--- src/rtl/data_mem_responder.sv ---
// Memory-side responder for a single-cycle core: word-addressed data RAM,
// a free-running cycle counter, and a byte-wide transmit FIFO with sticky
// overflow / decode-error status, all behind one combinational load port.
module data_mem_responder #(
    parameter int RAM_WORDS  = 64,
    parameter int FIFO_DEPTH = 4
) (
    input  logic        clk,
    input  logic        reset,
    input  logic        MemWrite,
    input  logic [31:0] ALUResult,
    input  logic [31:0] WriteData,
    output logic [31:0] ReadData,
    output logic        out_valid,
    output logic [7:0]  out_data,
    input  logic        out_ready
);

    localparam int AW = $clog2(RAM_WORDS);
    localparam int PW = $clog2(FIFO_DEPTH);
    localparam int CW = PW + 1;

    // Word addresses (byte address >> 2) of the peripheral registers
    localparam logic [29:0] CYCLES_WA = 30'h2000_0000;
    localparam logic [29:0] TXDATA_WA = 30'h2000_0001;
    localparam logic [29:0] STATUS_WA = 30'h2000_0002;

    // Byte offset within a word never affects the access
    logic unused_byte_offset;
    assign unused_byte_offset = ^ALUResult[1:0];

    logic [29:0]   waddr;
    logic [AW-1:0] ram_idx;
    logic          ram_sel;
    logic          cyc_sel;
    logic          tx_sel;
    logic          stat_sel;
    logic          unmapped_sel;

    assign waddr        = ALUResult[31:2];
    assign ram_idx      = ALUResult[AW+1:2];
    assign ram_sel      = (ALUResult[31:AW+2] == '0);
    assign cyc_sel      = (waddr == CYCLES_WA);
    assign tx_sel       = (waddr == TXDATA_WA);
    assign stat_sel     = (waddr == STATUS_WA);
    assign unmapped_sel = !(ram_sel || cyc_sel || tx_sel || stat_sel);

    logic [31:0]   ram [RAM_WORDS];
    logic [7:0]    fifo_mem [FIFO_DEPTH];
    logic [PW-1:0] rd_ptr;
    logic [PW-1:0] wr_ptr;
    logic [CW-1:0] count;
    logic [31:0]   cycles;
    logic          ovf;
    logic          decerr;

    logic          empty;
    logic          full;
    logic          push_req;
    logic          pop;
    logic          push_ok;
    logic          ovf_set;
    logic          ovf_clr;
    logic          decerr_set;
    logic          decerr_clr;
    logic [31:0]   status_word;

    assign empty      = (count == '0);
    assign full       = (count == CW'(FIFO_DEPTH));
    assign push_req   = MemWrite && tx_sel;
    assign pop        = !empty && out_ready;
    // A pop in the same cycle frees the slot, so a full FIFO still accepts
    assign push_ok    = push_req && (!full || pop);
    assign ovf_set    = push_req && full && !pop;
    assign ovf_clr    = MemWrite && stat_sel && WriteData[2];
    assign decerr_set = MemWrite && unmapped_sel;
    assign decerr_clr = MemWrite && stat_sel && WriteData[3];

    assign status_word = {23'b0, 5'(count), decerr, ovf, full, empty};

    assign out_valid = !empty;
    assign out_data  = empty ? 8'h00 : fifo_mem[rd_ptr];

    // Data RAM: never reset; a store seen while reset is held is dropped
    always_ff @(posedge clk) begin
        if (reset && MemWrite && ram_sel) begin
            ram[ram_idx] <= WriteData;
        end
    end

    // FIFO storage: only the slot at the write pointer changes
    always_ff @(posedge clk) begin
        if (push_ok) begin
            fifo_mem[wr_ptr] <= WriteData[7:0];
        end
    end

    // FIFO pointers and occupancy
    always_ff @(posedge clk or negedge reset) begin
        if (!reset) begin
            rd_ptr <= '0;
            wr_ptr <= '0;
            count  <= '0;
        end else begin
            if (push_ok) begin
                wr_ptr <= wr_ptr + PW'(1);
            end
            if (pop) begin
                rd_ptr <= rd_ptr + PW'(1);
            end
            case ({push_ok, pop})
                2'b10:   count <= count + CW'(1);
                2'b01:   count <= count - CW'(1);
                default: count <= count;
            endcase
        end
    end

    // Cycle counter: a store clears it and takes priority over the increment
    always_ff @(posedge clk or negedge reset) begin
        if (!reset) begin
            cycles <= '0;
        end else if (MemWrite && cyc_sel) begin
            cycles <= '0;
        end else begin
            cycles <= cycles + 32'd1;
        end
    end

    // Sticky flags: a set event in the same cycle as a clear keeps the bit set
    always_ff @(posedge clk or negedge reset) begin
        if (!reset) begin
            ovf    <= 1'b0;
            decerr <= 1'b0;
        end else begin
            ovf    <= ovf_set    | (ovf    & ~ovf_clr);
            decerr <= decerr_set | (decerr & ~decerr_clr);
        end
    end

    // Combinational load mux; TXDATA and unmapped addresses read as zero
    always_comb begin
        ReadData = 32'h0;
        if (ram_sel) begin
            ReadData = ram[ram_idx];
        end else if (cyc_sel) begin
            ReadData = cycles;
        end else if (stat_sel) begin
            ReadData = status_word;
        end
    end

endmodule

--- config.mk ---
export PLATFORM = sky130hd
export DESIGN_NAME = data_mem_responder
export DESIGN_NICKNAME = d
export VERILOG_FILES = /design/src/rtl/data_mem_responder.sv
export SDC_FILE = /design/constraint.sdc
export NUM_CORES = 2
export LEC_CHECK = 0
export ABC_AREA = 1
export ABC_CLOCK_PERIOD_IN_PS = 2100
export CORE_ASPECT_RATIO = 1.5
export CORE_MARGIN = 3
export CORE_UTILIZATION = 30
export CTS_CLUSTER_DIAMETER = 80
export DETAILED_ROUTE_END_ITERATION = 16
export SLEW_MARGIN = 20
export SYNTH_ARGS = -nofsm -noshare
export SYNTH_HDL_FRONTEND = slang
export SYNTH_SLANG_ARGS = --single-unit
--- constraint.sdc ---
create_clock -name clk -period 2.1 [get_ports clk]
set_input_delay 0.42 -clock clk [delete_from_list [all_inputs] [get_ports clk]]
set_output_delay 0.42 -clock clk [all_outputs]
set_load 0.02 [all_outputs]
==> impl_metrics.env <==
export IMPL_status="finished, violations left"
export IMPL_violations="setup timing"
export IMPL_pre_cts_ws_ns=-2.40
export IMPL_wl_mm=285
export IMPL_maxCapViolations=0
export IMPL_ir_drop_mv=0.583
export IMPL_port_buffer_count=106
export IMPL_period_share=1.43
export IMPL_synth_ff_type="edfxtp_1"
export IMPL_p_leak_uw=0.0475
export IMPL_powerDensity_nw_per_um2=774
export IMPL_power_uw=89100
export IMPL_final_cell_area_um2=115000
export IMPL_path_clk_slew_ns=0.06
export IMPL_ant_nets=0
export IMPL_clockBufferDepth=4
export IMPL_endpoint_kind="output pin"
export IMPL_ys_seq_area_frac=0.698
export IMPL_syn_area_per_cell_um2=10.5
export IMPL_rows=247
export IMPL_cts_tree="yes"
export IMPL_vias_per_cell=4.68
export IMPL_fin_nets=9458
export IMPL_htree_levels=4
export IMPL_synth_edf_count=2080
export IMPL_coreArea_um2=302000
export IMPL_worst_pin_slew_ns=0.874
export IMPL_syn2layout_area_growth_pct=26.5
export IMPL_skew_ns=0.0221
export IMPL_slew_limit_headroom=0.417
export IMPL_grt_ovfl_total=0
export IMPL_yosysTopAreaCell="edfxtp_1"
export IMPL_place_gp_congestion=0.879
export IMPL_arrival_ns=2.58
export IMPL_dpl_hpwl_mm=180
export IMPL_synth_seq_cells=2121
export IMPL_totalNegativeSetupSlack_ns=-28.99
export IMPL_period_minus_slack_ns=3.00
export IMPL_min_path_type="input pin to flip-flop"
export IMPL_rsz0062_at_grt="yes"
export IMPL_die_h_um=681
export IMPL_synth_nets=8709
export IMPL_critical_path_class="input pin to output pin"
export IMPL_hold_violations=0
export IMPL_grt_use_total=0.178
export IMPL_clk_latency_ns=0.86
export IMPL_chipWidth_um=456
export IMPL_fin_ws_ns=-0.898
export IMPL_slew_violations=0
export IMPL_drcViolationCount=0
export IMPL_cp_max_fo=7
export IMPL_drive_gt1_frac=0.213
export IMPL_place_area_um2=103000
export IMPL_die_area_um2=310000
export IMPL_grt_max_degree=70
export IMPL_multi_input_area_um2=23300
export IMPL_initial_utilization=0.301
export IMPL_fillers=28600
export IMPL_regArea_um2=63500
export IMPL_cts_sinks=2121
export IMPL_synth_top_area_share=0.686
export IMPL_synth_async_reset_ratio=0.0193
export IMPL_critPathRequiredTime_ns=1.68
export IMPL_synth_cell_types=31
export IMPL_worstSetupStartpointType="input pin"
export IMPL_drt_first_iter_violations=6011
export IMPL_setup_viol=49
export IMPL_via_count=63300
export IMPL_max_freq_mhz=334
export IMPL_synth_area_leaders="edfxtp_1 (69%), nand2_1 (9.7%), inv_1 (7.0%)"
export IMPL_grt_pass1_vias=62300
export IMPL_utilization=0.381
export IMPL_syn_area_um2=91000
export IMPL_synthCells=8634
export IMPL_ctsRootBufferMaster="clkbuf_16"
export IMPL_dr_pass1_iters=6
export IMPL_numCtsBuffers=189
export IMPL_antenna_found_initial=11
export IMPL_ios=109
export IMPL_wl_per_cell_um=21.1
export IMPL_yosysWarnings=0
export IMPL_grt_pass1_wl_mm=413
## cells in the final DEF, fill, tap and decap left out, types with 12 or more instances in the layout
cell and count:
o21ai_2 101, or2_2 46, nand2_2 151, nor3_1 12, dlygate4sd2_1 20, clkbuf_1 35, buf_12 196, o21ai_4 27
buf_16 22, bufinv_16 17, buf_6 131, edfxtp_1 2080, inv_2 37, nand2_4 43, clkinv_1 38, nand3_4 35
buf_4 489, nor2_2 72, nand3_2 120, inv_1 1657, clkbuf_16 205, o21ai_1 82, nand3_1 648, nor2_4 136
dfrtp_1 39, buf_2 32, buf_8 15, clkinv_2 35, o211ai_1 198, xor2_1 28, o21ai_0 93, nor2_1 374
or2_4 60, nand2_1 2148
## cells in the mapped netlist (2+ instances only)
cell type / number
nor3_1: 20
o21ai_1: 56
nor2_4: 2
edfxtp_1: 2080
xor2_1: 28
nand3_1: 803
nor3b_1: 2
nand2_1: 2344
ha_1: 6
or2_2: 106
clkbuf_1: 118
nand4_1: 10
nor2_1: 575
dfrtp_1: 41
buf_1: 18
buf_2: 244
o211ai_1: 198
nor3_2: 3
buf_4: 4
inv_2: 5
inv_1: 1697
a21oi_1: 14
clkinv_1: 2
o21ai_0: 247
nor2_2: 5
## final timing paths
check,slack (ns),cells past startpoint,start,to
min in group asynchronous,0.22,3,reset,rd_ptr[0]
max in group asynchronous,1.48,3,reset,cycles[10]
min,0.04,1,WriteData[17],ram[45][17]
max reg2reg,-0.08,12,count[1],count[2]
max,-0.90,16,ALUResult[5],ReadData[18]
min reg2reg,0.49,2,decerr,decerr
## through the flow
stage / std cells / hold slack, ns
2_1_floorplan: 8634 / 0.124
3_5_place_dp: 13100 / 0.473
3_3_place_gp: 13100 / 0.475
6_report: 13500 / 0.0394
4_1_cts: 13500 / 0.00799
5_1_grt: 13500 / 0.0303
## sequential cells by signal (all words and copies together) (netlist names)
| register | flops |
|---|---|
| count | 3 |
| cycles | 32 |
| decerr | 1 |
| fifo_mem | 32 |
| wr_ptr | 2 |
| rd_ptr | 2 |
| ovf | 1 |
| ram | 2048 |
## where the power goes
group          switching [uW]  total, uW  internal, uW
clock                   15400      34300         18900
combinational            5140       8310          3160
sequential               63.4      46500         46500
total                   20600      89100         68600
## critical path: stages
cell,delay [ns]
dlygate4sd2_1,0.24
buf_6,0.14
buf_4,0.17
nor3_4,0.22
buf_12,0.14
buf_4,0.14
buf_4,0.20
o21ai_1,0.09
buf_4,0.16
nand2_1,0.08
nor2_1,0.05
buf_4,0.16
nand3_4,0.09
nand2_4,0.07
inv_2,0.07
buf_6,0.11
## cell families after synthesis
group / synth area share
flip-flops: 0.698
buffers and inverters: 0.0897
XOR/XNOR: 0.00279
AND/OR/NAND/NOR: 0.175
AO/OA/AOI/OAI: 0.0339
adder cells (fa/ha/maj): 0.00105
## routing by layer
layer	wire (um)	up-vias	global-route usage
li1	-	29300	-
met1	106000	31200	0.208
met2	145000	2229	0.320
met3	16100	579	0.0174
met4	17600	8	0.0950
met5	48	-	0
## cell type report
cell class                      instances  area share
Clock buffer                          229      0.0433
Timing Repair inverter                  1   0.0000652
Antenna cell                            2   0.0000435
Sequential cell                      2121       0.551
Multi-Input combinational cell       4424       0.202
Inverter                             1704      0.0561
Timing Repair Buffer                  942      0.0955
Tap cell                             3984      0.0433
Clock inverter                         99     0.00792
## what timing repair did
item | 4_1_cts | 5_1_grt
pin swaps | 229 | 292
hold endpoints to repair | 109 | 0
cloned | 19 | 13
hold buffers | 7 | 0
buffers inserted | 74 | 31
setup endpoints to repair | 2088 | 1256
gates resized for setup | 1052 | 408
(Power assumes the default switching activity.)
